`config.mk`:
```
export PLATFORM = sky130hd
export DESIGN_NAME = id_ex_stage
export DESIGN_NICKNAME = d
export VERILOG_FILES = /design/src/rtl/id_ex_stage.sv
export SDC_FILE = /design/constraint.sdc
export NUM_CORES = 1
export LEC_CHECK = 0
export CAP_MARGIN = 5
export CORE_MARGIN = 4
export CORE_UTILIZATION = 29
export DETAILED_ROUTE_END_ITERATION = 7
export GPL_ROUTABILITY_DRIVEN = 0
export PLACE_DENSITY = 0.82
export SLEW_MARGIN = 40
export SYNTH_ARGS = -nofsm -noshare
export SYNTH_HDL_FRONTEND = slang
export SYNTH_SLANG_ARGS = --single-unit
```
`constraint.sdc`:
```
create_clock -name CLK -period 3.7 [get_ports CLK]
set_input_delay 0.925 -clock CLK [delete_from_list [all_inputs] [get_ports CLK]]
set_output_delay 0.925 -clock CLK [all_outputs]
set_load 0.02 [all_outputs]
```
`src/rtl/id_ex_stage.sv`:
```
// -----------------------------------------------------------------------------
// id_ex_stage
//
// Decode-to-execute pipeline register with hazard detection and optional
// operand forwarding for a 5-stage in-order pipeline.
//
// Configuration macro: ID_EX_FORWARD_EN
//   defined   : EXMEM/MEMWB forwarding muxes are built. The pipeline stalls
//               only on an EX-stage producer or a load sitting in EXMEM.
//   undefined : operands come straight from the register bank. The pipeline
//               stalls on any in-flight producer (EX, EXMEM or MEMWB). The
//               forwarding inputs are present but ignored.
//
// Ports
//   CLK, aRST                 clock (rising edge), async active-high reset
//   id_*                      decode-slot instruction fields
//   read_data1/2              register bank asynchronous read data
//   exmem_*                   producer currently in MEM
//   memwb_*                   producer currently in WB (bank write pending)
//   flush                     squash the decode slot
//   stall                     combinational hold request to IF/ID and PC
//   ex_*                      registered EX-stage instruction
// -----------------------------------------------------------------------------
module id_ex_stage #(
   parameter int size = 32
) (
   input  logic            CLK,
   input  logic            aRST,
   input  logic            id_valid,
   input  logic [4:0]      id_rs1,
   input  logic [4:0]      id_rs2,
   input  logic            id_rs1_used,
   input  logic            id_rs2_used,
   input  logic [4:0]      id_rd,
   input  logic            id_regwrite,
   input  logic            id_memread,
   input  logic [size-1:0] id_imm,
   input  logic [size-1:0] read_data1,
   input  logic [size-1:0] read_data2,
   input  logic [4:0]      exmem_rd,
   input  logic            exmem_regwrite,
   input  logic            exmem_memread,
   input  logic [size-1:0] exmem_result,
   input  logic [4:0]      memwb_rd,
   input  logic            memwb_regwrite,
   input  logic [size-1:0] memwb_result,
   input  logic            flush,
   output logic            stall,
   output logic            ex_valid,
   output logic            ex_regwrite,
   output logic            ex_memread,
   output logic [size-1:0] ex_rs1_data,
   output logic [size-1:0] ex_rs2_data,
   output logic [size-1:0] ex_imm,
   output logic [4:0]      ex_rd
);

   logic            ex_valid_q,    ex_valid_d;
   logic            ex_regwrite_q, ex_regwrite_d;
   logic            ex_memread_q,  ex_memread_d;
   logic [size-1:0] ex_rs1_data_q, ex_rs1_data_d;
   logic [size-1:0] ex_rs2_data_q, ex_rs2_data_d;
   logic [size-1:0] ex_imm_q,      ex_imm_d;
   logic [4:0]      ex_rd_q,       ex_rd_d;

   logic            hazard;
   logic            bubble;
   logic            ex_prod;
   logic [size-1:0] op1;
   logic [size-1:0] op2;

   // A producer writing register r only matters when the consumer actually
   // reads r and r is not the hard-wired zero register.
   function automatic logic src_match(input logic       prod,
                                      input logic [4:0] prod_rd,
                                      input logic [4:0] r,
                                      input logic       used);
      return prod && (prod_rd == r) && (r != 5'd0) && used;
   endfunction

`ifdef ID_EX_FORWARD_EN
   logic xm_alu;
   logic xm_load;
   logic fwd1_xm, fwd2_xm, fwd1_mw, fwd2_mw;

   always_comb begin
      ex_prod = ex_valid_q & ex_regwrite_q;
      xm_alu  = exmem_regwrite & ~exmem_memread;
      xm_load = exmem_regwrite &  exmem_memread;

      // EX result is not yet available and load data not until WB: stall.
      hazard = src_match(ex_prod, ex_rd_q, id_rs1, id_rs1_used)
             | src_match(ex_prod, ex_rd_q, id_rs2, id_rs2_used)
             | src_match(xm_load, exmem_rd, id_rs1, id_rs1_used)
             | src_match(xm_load, exmem_rd, id_rs2, id_rs2_used);

      fwd1_xm = src_match(xm_alu, exmem_rd, id_rs1, id_rs1_used);
      fwd2_xm = src_match(xm_alu, exmem_rd, id_rs2, id_rs2_used);
      // MEMWB forwarding bypasses the bank write that lands at this edge.
      fwd1_mw = src_match(memwb_regwrite, memwb_rd, id_rs1, id_rs1_used);
      fwd2_mw = src_match(memwb_regwrite, memwb_rd, id_rs2, id_rs2_used);

      if (id_rs1 == 5'd0)  op1 = '0;
      else if (fwd1_xm)    op1 = exmem_result;
      else if (fwd1_mw)    op1 = memwb_result;
      else                 op1 = read_data1;

      if (id_rs2 == 5'd0)  op2 = '0;
      else if (fwd2_xm)    op2 = exmem_result;
      else if (fwd2_mw)    op2 = memwb_result;
      else                 op2 = read_data2;
   end
`else
   logic unused_fwd;
   assign unused_fwd = ^{exmem_memread, exmem_result, memwb_result};

   always_comb begin
      ex_prod = ex_valid_q & ex_regwrite_q;
      // Without forwarding every in-flight producer is a hazard until its
      // value is visible through the bank read port.
      hazard = src_match(ex_prod, ex_rd_q, id_rs1, id_rs1_used)
             | src_match(ex_prod, ex_rd_q, id_rs2, id_rs2_used)
             | src_match(exmem_regwrite, exmem_rd, id_rs1, id_rs1_used)
             | src_match(exmem_regwrite, exmem_rd, id_rs2, id_rs2_used)
             | src_match(memwb_regwrite, memwb_rd, id_rs1, id_rs1_used)
             | src_match(memwb_regwrite, memwb_rd, id_rs2, id_rs2_used);
      op1 = (id_rs1 == 5'd0) ? '0 : read_data1;
      op2 = (id_rs2 == 5'd0) ? '0 : read_data2;
   end
`endif

   assign stall  = id_valid & ~flush & hazard;
   assign bubble = flush | stall;

   always_comb begin
      ex_valid_d    = id_valid & ~bubble;
      ex_regwrite_d = id_valid & id_regwrite & ~bubble;
      ex_memread_d  = id_valid & id_memread & ~bubble;
      ex_rd_d       = bubble ? 5'd0 : id_rd;
      ex_rs1_data_d = op1;
      ex_rs2_data_d = op2;
      ex_imm_d      = id_imm;
   end

   always_ff @(posedge CLK or posedge aRST) begin
      if (aRST) begin
         ex_valid_q    <= 1'b0;
         ex_regwrite_q <= 1'b0;
         ex_memread_q  <= 1'b0;
         ex_rd_q       <= 5'd0;
         ex_rs1_data_q <= '0;
         ex_rs2_data_q <= '0;
         ex_imm_q      <= '0;
      end else begin
         ex_valid_q    <= ex_valid_d;
         ex_regwrite_q <= ex_regwrite_d;
         ex_memread_q  <= ex_memread_d;
         ex_rd_q       <= ex_rd_d;
         ex_rs1_data_q <= ex_rs1_data_d;
         ex_rs2_data_q <= ex_rs2_data_d;
         ex_imm_q      <= ex_imm_d;
      end
   end

   assign ex_valid    = ex_valid_q;
   assign ex_regwrite = ex_regwrite_q;
   assign ex_memread  = ex_memread_q;
   assign ex_rd       = ex_rd_q;
   assign ex_rs1_data = ex_rs1_data_q;
   assign ex_rs2_data = ex_rs2_data_q;
   assign ex_imm      = ex_imm_q;

endmodule
```
==> results of run 1 <==
-- cells in the mapped netlist, drive strengths merged --
| cell | n |
|---|---|
| a211oi | 5 |
| a21oi | 1 |
| a31oi | 2 |
| a32oi | 1 |
| and2 | 1 |
| and3 | 1 |
| buf | 1 |
| clkbuf | 6 |
| dfrtp | 104 |
| inv | 7 |
| nand2 | 3 |
| nand3 | 2 |
| nand4 | 1 |
| nor2 | 3 |
| nor2b | 64 |
| nor3 | 2 |
| nor4 | 7 |
| o211a | 1 |
| o21a | 1 |
| o21ai | 2 |
| o31ai | 1 |
| or4 | 2 |
| xnor2 | 6 |
| xor2 | 24 |
-- worst max-delay path, stage by stage --
cell,delay (ns)
clkdlybuf4s50_1,0.46
xor2_1,0.20
nor4_1,0.33
nand3_1,0.20
a31oi_4,0.25
o21a_1,0.14
buf_2,0.16
-- power by group --
| group | leakage (nW) | switching (mW) | total (mW) | internal (mW) |
|---|---|---|---|---|
| Combinational | 1.45 | 0.205 | 0.478 | 0.273 |
| Sequential | 1.23 | 0.0207 | 1.22 | 1.20 |
| Clock | 0.155 | 0.425 | 0.977 | 0.553 |
| Total | 2.83 | 0.650 | 2.67 | 2.02 |
-- cell families (layout without fill, tap and decap cells) --
logic type	after synthesis	in the layout	synth area share, %
flip-flops	104	104	73.34
AND/OR/NAND/NOR	86	86	14.77
XOR/XNOR	30	30	7.405
AO/OA/AOI/OAI	14	14	2.962
buffers and inverters	14	278	1.516
-- metal layers --
| metal | GRT usage (%) | wire length, um | up-vias |
|---|---|---|---|
| met1 | 16.42 | 4003 | 1338 |
| met2 | 27.32 | 5488 | 157 |
| li1 | - | - | 1311 |
| met4 | 4.996 | 218 | 0 |
| met3 | 7.129 | 1150 | 17 |
| met5 | 0 | 0 | - |
-- cell type report --
cell class	instances	area, um2
Clock inverter	6	72.57
Timing Repair Buffer	255	2512
Multi-Input combinational cell	130	935.9
Tap cell	147	183.9
Sequential cell	104	2603
Fill cell	1010	5434
Inverter	7	31.28
Clock buffer	10	239.0
-- stage by stage --
step | total power, mW | std cells
2_1_floorplan | 1.401 | 248
5_1_grt | 2.792 | 659
6_report | 2.674 | 659
3_3_place_gp | 1.708 | 643
4_1_cts | 2.707 | 659
3_5_place_dp | 1.718 | 643
-- what timing repair did --
action / 4_1_cts / 5_1_grt
resized for setup: 8 / 11
setup endpoints to repair: 1 / 1
pin swaps: 3 / 5
-- sequential cells by signal, indices dropped and copies added (netlist names) --
name,cells
ex_imm,32
ex_rs1_data,32
ex_rs2_data,32
ex_rd,5
ex_memread,1
ex_regwrite,1
ex_valid,1
-- worst paths after layout --
check | startpoint | to | slack [ns] | cells past startpoint
min in group asynchronous | aRST | ex_rs1_data[11]$_DFF_PP0_ | 1.03 | 2
hold / removal | ex_valid$_DFF_PP0_ | ex_valid$_DFF_PP0_ | 0.98 | 5
max in group asynchronous | aRST | ex_rs1_data[4]$_DFF_PP0_ | 2.04 | 3
setup reg to reg | ex_rd[3]$_DFF_PP0_ | ex_rd[4]$_DFF_PP0_ | 2.02 | 6
setup / recovery | id_rs1[1] | stall | 0.11 | 7
hold reg to reg | ex_valid$_DFF_PP0_ | ex_valid$_DFF_PP0_ | 0.98 | 5
==> out/metrics.cfg, run 1 <==
[status]
status = finished clean

[timing]
max_slew_margin_pct = 62.29
fin_skew_ns = 0.0003037
holdWs_ns = 0.9753
timing.setup.tns_ns = 0
rsz0062_at_grt = false
worst_slew_pin_slew_ns = 0.5608
min_period_ns = 3.588
max_freq_ghz = 0.2787
timing.final.ws_setup_ns = 0.1121
final-setup-viol-count = 0
period_share_pct = 96.97
final_hold_viol_count = 0
maxSlewViolCount = 0

[route]
ant_nets = 0
drt_iter0_drc = 116
wl_um = 10860
routedWlPerCell_um = 16.48
vias_per_cell = 4.284
vias = 2823
drc_errors = 0
drtPass1Iterations = 4

[cts]
cts-root-buf = clkbuf_16
hold_buffers = 0
clk_latency_ns = 0.34
cts.clk_slew.worst_paths_ns = 0.06
cts-buffers-inserted = 9
h-tree-depth = 3
cts_sinks = 104
cts_setup_buffers = 0
cts_buffer_depth = 2
cts_tree = yes

[cells_and_area]
final_common_cell = clkdlybuf4s50_1
fin_area_mm2 = 0.006578
nets = 703
finish.utilization_pct = 54.76
final_cell_mix = clkdlybuf4s50_1 (227), dfrtp_1 (104), nor2b_1 (64)
areaGrowthSynthToFinish_pct = 85.37
antenna-diode-count = 0
drive_gt1_share_pct = 9.180

[logic_synthesis]
synth_warnings = 0
synth_seq_cells = 104
syn_inst = 248
syn_area_per_cell_um2 = 14.31
syn_area_mm2 = 0.003548
synth_area_leader_cell = dfrtp_1
yosysSeqAreaShare_pct = 73.34
synthTopCellsByArea = dfrtp_1 (73%), nor2b_1 (11%), xor2_1 (5.9%)
yosysTopAreaCellShare_pct = 73.34
ys_types = 26
syn_nets = 444

[floorplanning]
die_height_um = 118.6
fp-row-count = 40
start_util_pct = 29.54
fp.dieArea_mm2 = 0.01407
io_pins = 301
fp.coreArea_mm2 = 0.01201
die_w_um = 118.6

[grt]
grt_max_degree = 61
grt.total_usage_pct = 15.50
grt_pass1_wl_um = 17050
antenna_found_initial = 0
grt_pass1_vias = 3222
overflow = 0

[pwr]
irDropWorstVdd_mv = 0.2221
p_per_area_mw_per_mm2 = 406.5
p_leak_nw = 2.833

[min_path]
min_path_type = reg2reg

[worst_setup_path]
crit_type = in2out
startpoint_type = input pin
critPathArrivalTime_ns = 2.66
worstPathMaxFanout = 3
end_kind = output port
cp.required_ns = 2.77

[placement]
dp_hpwl_um = 8514
port_buffers = 235
post-place-ws_ns = -0.4046
place_area_mm2 = 0.006227

[flow_run]
drv_cap = 0

Power figures use the tool's default switching activity.
==> run 2: changes to the inputs <==
--- a/config.mk
+++ b/config.mk
@@ -10,6 +10,7 @@
 export CORE_UTILIZATION = 29
 export DETAILED_ROUTE_END_ITERATION = 7
 export GPL_ROUTABILITY_DRIVEN = 0
+export MAX_ROUTING_LAYER = met4
 export PLACE_DENSITY = 0.82
 export SLEW_MARGIN = 40
 export SYNTH_ARGS = -nofsm -noshare
==> out/metrics.cfg, run 2 (synthesis gave the netlist of run 1 again) <==
[placement]
dp_hpwl_um = 8514  ; unchanged
port_buffers = 235  ; unchanged
post-place-ws_ns = -0.4046  ; unchanged

[worst_setup_path]
critPathArrivalTime_ns = 2.67  ; about the same
startpoint_type = input pin
rrSetupSlack_ns = 2.02  ; about the same
crit_chain = clkdlybuf4s50_1 > xor2_1 > nor4_2 > a32oi_2 > a21oi_2 > o21a_1 > buf_2
endpoint = stall
cp.required_ns = 2.77  ; about the same
reg2regPathDepth = 6  ; unchanged
worstPathMaxFanout = 4  ; +1
r2r-start = ex_rd[3]$_DFF_PP0_
cp_top_family = buffers and inverters
slowest_delay_ns = 0.54  ; +0.08 ns
crit_start = id_rs2[0]
worstReg2RegEnd = ex_rd[4]$_DFF_PP0_
cp_num_buf_inv = 2  ; unchanged
end_kind = output port
cp.depth = 7  ; unchanged
cpMaxStageDelayCell = clkdlybuf4s50_1
crit_type = in2out

[cells_and_area]
finish.utilization_pct = 54.76  ; unchanged
final_common_cell = clkdlybuf4s50_1
areaGrowthSynthToFinish_pct = 85.37  ; unchanged
nets = 703  ; unchanged
drive_gt1_share_pct = 9.180  ; unchanged
n_fill_cell = 1010  ; unchanged
antenna-diode-count = 0  ; unchanged
final_cell_mix = clkdlybuf4s50_1 (227), dfrtp_1 (104), nor2b_1 (64)

[timing]
fin_skew_ns = 0.0007269  ; +0.0004232 ns
final-setup-viol-count = 0  ; unchanged
period_share_pct = 97.15  ; +0.18 points
maxSlewViolCount = 0  ; unchanged
max_slew_margin_pct = 62.37  ; +0.082 points
final_hold_viol_count = 0  ; unchanged
max_freq_ghz = 0.2782  ; -0.19%
timing.final.ws_setup_ns = 0.1054  ; -0.006725 ns
worst_slew_pin_slew_ns = 0.5596  ; -0.001225 ns
min_period_ns = 3.595  ; +0.006725 ns
rsz0062_at_grt = false

[floorplanning]
start_util_pct = 29.54  ; unchanged
fp-row-count = 40  ; unchanged
fp.dieArea_mm2 = 0.01407  ; unchanged
die_height_um = 118.6  ; unchanged
fp.coreArea_mm2 = 0.01201  ; unchanged
io_pins = 301  ; unchanged
die_w_um = 118.6  ; unchanged

[cts]
cts_buffer_depth = 2  ; unchanged
h-tree-depth = 3  ; unchanged
cts_sinks = 104  ; unchanged
cts-buffers-inserted = 9  ; unchanged
clk_latency_ns = 0.34  ; about the same
cts_setup_buffers = 0  ; unchanged
cts-root-buf = clkbuf_16
cts_tree = yes
cts.clk_slew.worst_paths_ns = 0.07  ; about the same

[grt]
grt_pass1_wl_um = 17060  ; about the same
overflow = 0  ; unchanged
grt.total_usage_pct = 15.98  ; +0.47 points
grt_max_degree = 61  ; unchanged
antenna_found_initial = 0  ; unchanged
grt_pass1_vias = 3225  ; +0.093%

[pwr]
clkPwrFrac_pct = 36.6  ; about the same
switching_share_pct = 24.36  ; +0.042 points
switching_power_mw = 0.6517  ; +0.23%
irDropWorstVdd_mv = 0.2223  ; +0.10%
p_per_area_mw_per_mm2 = 406.7  ; about the same
p_total_mw = 2.675  ; about the same
p_comb_share_pct = 17.9  ; about the same
power_frac_seq_pct = 45.5  ; about the same
p_leak_nw = 2.833  ; unchanged
p_int_mw = 2.023  ; about the same

[route]
drt_iter0_drc = 125  ; +7.8%
drtPass1Iterations = 4  ; unchanged
drc_errors = 0  ; unchanged
wl_um = 10880  ; +0.13%
vias_per_cell = 4.299  ; +0.35%
routedWlPerCell_um = 16.50  ; +0.13%
vias = 2833  ; +0.35%
ant_nets = 0  ; unchanged

[flow_run]
drv_cap = 0  ; unchanged

[min_path]
min_path_type = reg2reg

[status]
status = finished clean

==> run 2: timing repair <==
item	4_1_cts	5_1_grt
resized for setup	8	11
pin swaps	3	5
setup endpoints to repair	1	1
hold buffers	0	0
==> run 2: metrics by stage <==
step	area (um2)	cells	hold WS [ns]	TNS [ns]
after detailed placement	6227	643	0.9430	-0.4046
after global placement	6227	643	0.9691	-0.4122
after floorplan	3548	248	0.9226	0
final	6578	659	0.9790	0
after global routing	6578	659	0.9992	0
after CTS	6535	659	0.9930	0
==> run 2: how the worst min path moves through the flow <==
stage,end,cells past startpoint,from,slack [ns]
finish,ex_valid$_DFF_PP0_,4,ex_regwrite$_DFF_PP0_,0.98
global route,ex_imm[2]$_DFF_PP0_,1,id_imm[2],1.0
CTS,ex_rd[3]$_DFF_PP0_,5,ex_valid$_DFF_PP0_,0.99
detailed placement,ex_valid$_DFF_PP0_,4,ex_regwrite$_DFF_PP0_,0.94
global placement,ex_rd[2]$_DFF_PP0_,5,ex_valid$_DFF_PP0_,0.97
floorplan,ex_memread$_DFF_PP0_,3,ex_regwrite$_DFF_PP0_,0.92
==> run 2: worst register-to-register path: stages (launching register included) <==
cell	delay, ns
dfrtp_1	0.42
xor2_1	0.18
nor4_1	0.28
nand4_1	0.20
a31oi_4	0.20
buf_4	0.18
a211oi_1	0.08
==> run 2: area by class of cell <==
class	count	area (um2)	share of cell area [%]
timing repair buffer	255	2512	38.20
inverter	7	31.28	0.4756
clock buffer	10	239.0	3.633
sequential	104	2603	39.57
clock inverter	6	72.57	1.103
tap	147	183.9	2.796
multi-input combinational	130	935.9	14.23
==> run 2: power groups by stage <==
| stage | sequential [mW] | combinational, mW | clock (mW) |
|---|---|---|---|
| 5_1_grt | 1.23 | 0.507 | 1.06 |
| 2_1_floorplan | 1.32 | 0.0794 | 0 |
| 6_report | 1.22 | 0.478 | 0.979 |
| 4_1_cts | 1.22 | 0.478 | 1.01 |
| 3_5_place_dp | 1.24 | 0.477 | 0 |
| 3_3_place_gp | 1.24 | 0.468 | 0 |
==> run 2: per-layer routing <==
layer / routed length (um) / share of wire [%] / track usage [%] / vias to the layer above
met3: 1006 / 9.3 / 6.220 / 17
met5: 0 / 0 / - / -
met4: 227 / 2.1 / 4.996 / 0
li1: - / - / - / 1310
met1: 4154 / 38 / 17.12 / 1349
met2: 5488 / 50 / 27.28 / 157
==> run 3: changes to the inputs <==
--- a/config.mk
+++ b/config.mk
@@ -12,6 +12,7 @@
 export GPL_ROUTABILITY_DRIVEN = 0
 export MAX_ROUTING_LAYER = met4
 export PLACE_DENSITY = 0.82
+export SKIP_LAST_GASP = 1
 export SLEW_MARGIN = 40
 export SYNTH_ARGS = -nofsm -noshare
 export SYNTH_HDL_FRONTEND = slang
==> results of run 3 <==
No change in the layout: final DEF, timing and power equal those of run 2.
